**config.mk**
```make
export PLATFORM = sky130hd
export DESIGN_NAME = scaler_vpos_gen
export DESIGN_NICKNAME = d
export VERILOG_FILES = /design/src/rtl/scaler_vpos_gen.sv
export SDC_FILE = /design/constraint.sdc
export NUM_CORES = 1
export LEC_CHECK = 0
export BUFFER_PORTS_ARGS = -buffer_cell sky130_fd_sc_hd__buf_2
export CAP_MARGIN = 15
export CORE_ASPECT_RATIO = 0.5
export CORE_MARGIN = 2
export CORE_UTILIZATION = 55
export CTS_BUF_LIST = sky130_fd_sc_hd__clkbuf_4
export DETAILED_ROUTE_END_ITERATION = 6
export GPL_TIMING_DRIVEN = 1
export HOLD_SLACK_MARGIN = 0.1
export PLACE_DENSITY = 0.75
export SLEW_MARGIN = 0
export SYNTH_ARGS = -nofsm -noshare
export SYNTH_HDL_FRONTEND = slang
export SYNTH_SLANG_ARGS = --single-unit
```
**constraint.sdc**
```tcl
create_clock -name mclk -period 4 [get_ports mclk]
set_clock_uncertainty 0.2 [all_clocks]
set_input_delay 0.8 -clock mclk [delete_from_list [all_inputs] [get_ports mclk]]
set_output_delay 0.8 -clock mclk [all_outputs]
set_load 0.01 [all_outputs]
```
**src/rtl/scaler_vpos_gen.sv**
```systemverilog
// Vertical position generator for the output scaler: maps output-line timing onto
// a source-line index plus an 8-bit fractional position within that source line.
module scaler_vpos_gen #(
   parameter int SRC_W = 10
) (
   input  logic             mclk,
   input  logic             nrst,
   input  logic             vsync_i,
   input  logic             hsync_i,
   input  logic [10:0]      cfg_vstart,
   input  logic [10:0]      cfg_vactive,
   input  logic [15:0]      cfg_vinc,
   input  logic [7:0]       cfg_vphase,
   input  logic [SRC_W-1:0] cfg_src_lines,
   output logic             line_start_o,
   output logic             line_active_o,
   output logic [SRC_W-1:0] src_line_o,
   output logic [7:0]       scale_vpos_rel_o,
   output logic             frame_done_o
);

   localparam int ACC_W = SRC_W + 8;

   typedef enum logic [1:0] {S_IDLE, S_VBLANK, S_ACTIVE, S_DONE} state_t;

   state_t             state_q, state_d;
   logic [10:0]        vstart_q, vstart_d;
   logic [10:0]        vactive_q, vactive_d;
   logic [15:0]        vinc_q, vinc_d;
   logic [SRC_W-1:0]   src_lines_q, src_lines_d;
   logic [ACC_W-1:0]   acc_q, acc_d;
   logic [10:0]        lcnt_q, lcnt_d;
   logic               line_start_q, line_start_d;
   logic               line_active_q, line_active_d;
   logic               frame_done_q, frame_done_d;
   logic [SRC_W-1:0]   src_line_q, src_line_d;
   logic [7:0]         vpos_q, vpos_d;

   logic               hs_evt;
   logic               start_hit;
   logic               end_hit;
   logic               line_go;
   logic               term;
   logic [ACC_W-1:0]   pos_clamped;

   function automatic logic [ACC_W-1:0] sat_add(input logic [ACC_W-1:0] a,
                                                input logic [15:0] b);
      logic [ACC_W:0] s;
      s = {1'b0, a} + {{(ACC_W-15){1'b0}}, b};
      return s[ACC_W] ? {ACC_W{1'b1}} : s[ACC_W-1:0];
   endfunction

   // Integer part at or past the last source line pins to that line with zero fraction.
   function automatic logic [ACC_W-1:0] clamp_pos(input logic [ACC_W-1:0] a,
                                                  input logic [SRC_W-1:0] lines);
      logic [SRC_W-1:0] last;
      last = lines - {{(SRC_W-1){1'b0}}, 1'b1};
      if (lines == '0)
         return '0;
      else if (a[ACC_W-1:8] >= last)
         return {last, 8'h00};
      else
         return a;
   endfunction

   // vsync has priority, so an hsync in the same cycle is discarded.
   assign hs_evt      = hsync_i & ~vsync_i;
   assign start_hit   = (state_q == S_VBLANK) && (lcnt_q == vstart_q);
   assign end_hit     = (state_q == S_ACTIVE) && (lcnt_q == vactive_q);
   assign line_go     = hs_evt && ((start_hit && (vactive_q != '0)) ||
                                   ((state_q == S_ACTIVE) && !end_hit));
   assign term        = hs_evt && ((start_hit && (vactive_q == '0)) || end_hit);
   assign pos_clamped = clamp_pos(acc_q, src_lines_q);

   always_ff @(posedge mclk or negedge nrst) begin
      if (!nrst)
         state_q <= S_IDLE;
      else
         state_q <= state_d;
   end

   always_comb begin
      state_d = state_q;
      if (vsync_i)
         state_d = S_VBLANK;
      else if (term)
         state_d = S_DONE;
      else if (line_go)
         state_d = S_ACTIVE;
   end

   always_comb begin
      vstart_d      = vstart_q;
      vactive_d     = vactive_q;
      vinc_d        = vinc_q;
      src_lines_d   = src_lines_q;
      acc_d         = acc_q;
      lcnt_d        = lcnt_q;
      line_start_d  = 1'b0;
      frame_done_d  = 1'b0;
      line_active_d = line_active_q;
      src_line_d    = src_line_q;
      vpos_d        = vpos_q;
      if (vsync_i) begin
         vstart_d      = cfg_vstart;
         vactive_d     = cfg_vactive;
         vinc_d        = (cfg_vinc == '0) ? 16'h0100 : cfg_vinc;
         src_lines_d   = cfg_src_lines;
         acc_d         = {{SRC_W{1'b0}}, cfg_vphase};
         lcnt_d        = '0;
         line_active_d = 1'b0;
      end else if (line_go) begin
         src_line_d    = pos_clamped[ACC_W-1:8];
         vpos_d        = pos_clamped[7:0];
         line_start_d  = 1'b1;
         line_active_d = 1'b1;
         acc_d         = sat_add(acc_q, vinc_q);
         lcnt_d        = start_hit ? 11'd1 : lcnt_q + 11'd1;
      end else if (term) begin
         line_active_d = 1'b0;
         frame_done_d  = 1'b1;
         lcnt_d        = '0;
      end else if (hs_evt && (state_q == S_VBLANK)) begin
         lcnt_d        = lcnt_q + 11'd1;
      end
   end

   always_ff @(posedge mclk or negedge nrst) begin
      if (!nrst) begin
         vstart_q      <= '0;
         vactive_q     <= '0;
         vinc_q        <= '0;
         src_lines_q   <= '0;
         acc_q         <= '0;
         lcnt_q        <= '0;
         line_start_q  <= 1'b0;
         line_active_q <= 1'b0;
         frame_done_q  <= 1'b0;
         src_line_q    <= '0;
         vpos_q        <= '0;
      end else begin
         vstart_q      <= vstart_d;
         vactive_q     <= vactive_d;
         vinc_q        <= vinc_d;
         src_lines_q   <= src_lines_d;
         acc_q         <= acc_d;
         lcnt_q        <= lcnt_d;
         line_start_q  <= line_start_d;
         line_active_q <= line_active_d;
         frame_done_q  <= frame_done_d;
         src_line_q    <= src_line_d;
         vpos_q        <= vpos_d;
      end
   end

   assign line_start_o     = line_start_q;
   assign line_active_o    = line_active_q;
   assign frame_done_o     = frame_done_q;
   assign src_line_o       = src_line_q;
   assign scale_vpos_rel_o = vpos_q;

endmodule

```
==> reports/qor.yml <==
outcome: "finished, final reports clean"
cts_resized: 0
synth-seq-cells: 100
clkTransAtPathRegs_ps: 160
via_per_inst: 5.71
clk_latency_ps: 480
antenna_left: 0
multi_input_area_sq_um: 3000
rows: 26
synth-main-ff-cell: "dfrtp_1"
cts_buffer_depth: 2
cp-end-kind: "flop"
wl_per_cell_um: 16.2
reg2reg_to: "scale_vpos_rel_o[6]"
p_total_mw: 2.06
min_period_ps: 3540
r2r_slack_ps: 460
maxCapViolCount: 0
die_h_um: 76.0
synthArstFlopShare: 1.00
yosysMostFrequentCell: "dfrtp_1"
crit_type: "flop to flop"
tightestPinTransition_ps: 1010
die_x_um: 148
fp.coreArea_sq_um: 10100
placed_cell_area_sq_um: 6220
slew_viol_final: 0
synthTopCellsByArea: "dfrtp_1 44%, mux2_2 10%, ha_1 6.1%"
firstDrtPassIters: 4
grt_pass1_vias: 4305
io-pin-count: 81
grt_pass1_wl_um: 21200
ys_types: 56
die_area_sq_um: 11200
antenna_found_initial: 1
ys_warn_count: 0
finalSetupTns_ps: 0
syn-num-nets: 636
ys_seq_area_frac: 0.439
drive_gt1_frac: 0.262
crit_required_ps: 4210
hp-class: "input port to async pin"
fin_util: 0.626
arrival_ps: 3750
synth_common_cells: "100 x dfrtp_1, 53 x mux2_2, 41 x nand2_1"
clock_sinks: 100
synth_area_per_cell_sq_um: 10.4
cts_hold_buf: 0
fmax_mhz: 282
powerDensity_nw_per_um2: 324
portBuffers: 80
grt_max_degree: 66
finalCritPeriodShare: 0.886
nets: 706
synth_top_area_frac: 0.439
grt-ovfl-total: 0
critPathMaxFanout: 8
rr_startpoint: "src_lines_q[5]"
drc_errors: 0
postRouteWirelength_um: 12300
r2r_cells: 11
gp_congestion: 0.903
synth_cells: 547
area_growth_pct: 11.6
max_slew_margin: 0.329
worst_slack_ps: 458
register_area_sq_um: 2500
rsz0062_at_grt: "false"
hpwl_um: 9040
cts_buffers: 9
ir_drop_mv: 0.154
num_vias: 4358
synth_top_cell_by_area: "dfrtp_1"
cts-root-buf: "clkbuf_4"
initial_core_util: 0.561
cts_tree: "yes"
final_cell_area_sq_um: 6360
start_kind: "flop"
fillers: 854
track_usage: 0.234
leakage_nw: 2.86
drt_iter0_drc: 237
ctsHtreeMaxLevel: 3
postCtsSetupBuffers: 0
dp_slack_ps: 491
synth-edff-count: 0
syn_area_sq_um: 5700
finalSetupViolCount: 0
hold_violations: 0
==> layer usage <==
metal | global-route usage | up-vias | share of wire
met3 | 0.0485 | 18 | 0.047
met1 | 0.339 | 2104 | 0.48
met2 | 0.361 | 104 | 0.46
met4 | 0.0610 | 0 | 0.015
li1 | - | 2132 | -
met5 | 0 | - | 0
==> placed cells by master, fill, tap and decap left out, types with 4 or more instances in the layout <==
master | netlist | routed
nor3_1 | 9 | 9
a21oi_1 | 23 | 23
a22oi_1 | 5 | 5
buf_2 | 1 | 79
o2bb2ai_1 | 8 | 8
clkbuf_4 | 0 | 10
a2111oi_0 | 6 | 6
nor2b_1 | 5 | 5
xnor2_1 | 36 | 36
nand2_1 | 41 | 41
mux2i_1 | 4 | 4
a31oi_1 | 9 | 9
xor2_1 | 13 | 13
inv_1 | 21 | 21
mux2_2 | 53 | 53
dfrtp_1 | 100 | 100
o211ai_1 | 5 | 5
ha_1 | 28 | 28
nand4_1 | 11 | 11
a22o_1 | 8 | 8
and3_1 | 8 | 8
nor2_1 | 31 | 31
a21o_1 | 8 | 8
o21a_1 | 4 | 4
buf_4 | 0 | 6
and2_1 | 5 | 5
a211oi_1 | 6 | 6
nand3_1 | 10 | 10
o21ai_0 | 20 | 20
nor4_1 | 8 | 8
==> worst max-delay path by stage <==
stage / start / endpoint / slack [ps] / cells after the start
floorplan: src_lines_q[5] / src_line_o[2] / 790 / 11
global placement: src_lines_q[4] / scale_vpos_rel_o[2] / 630 / 11
detailed placement: src_lines_q[5] / scale_vpos_rel_o[0] / 490 / 11
CTS: src_lines_q[5] / scale_vpos_rel_o[6] / 420 / 11
global route: src_lines_q[4] / scale_vpos_rel_o[6] / 60 / 11
finish: src_lines_q[5] / scale_vpos_rel_o[6] / 460 / 11
==> worst max-delay path: stages, from the launching register on <==
cell and delay [ps]:
dfrtp_1 440, nor4_1 480, nand2_1 140, or4_1 430
xor2_1 180, ha_1 200, nor4_1 250, nand3_1 100
o22ai_1 180, buf_4 190, nor2b_1 480, a22o_1 210
==> metrics by stage <==
step / hold WS (ps) / cells
CTS: 112 / 762
floorplan: 268 / 547
finish: 110 / 763
detailed placement: 271 / 746
global placement: 265 / 746
global route: 127 / 763
==> power by group <==
part           internal, mW  switching, mW  leakage (nW)
Combinational         0.184          0.201          1.53
Sequential             1.07         0.0576          1.26
Clock                 0.198          0.346        0.0805
==> area by class of cell <==
cell class	count	area share
Timing Repair Buffer	86	0.0724
Clock inverter	6	0.00984
Antenna cell	1	0.000394
Multi-Input combinational cell	399	0.472
Clock buffer	10	0.0118
Tap cell	140	0.0276
Sequential cell	100	0.394
Inverter	21	0.0124
==> state kept, by name (all words and copies together), names as in the netlist, 8 cells and up <==
register / flops
scale_vpos_rel_o: 8
vstart_q: 11
lcnt_q: 11
vactive_q: 11
acc_q: 18
src_line_o: 10
vinc_q: 16
src_lines_q: 10
==> cells by family after synthesis <==
| kind of cell | share of synthesized area |
|---|---|
| xor+xnor | 0.0753 |
| compound gates | 0.150 |
| buf+inv | 0.0345 |
| fa+ha+maj | 0.0650 |
| flops | 0.439 |
| simple gates | 0.124 |
| mux | 0.112 |
Note: power is estimated with default switching activity, not from simulation.
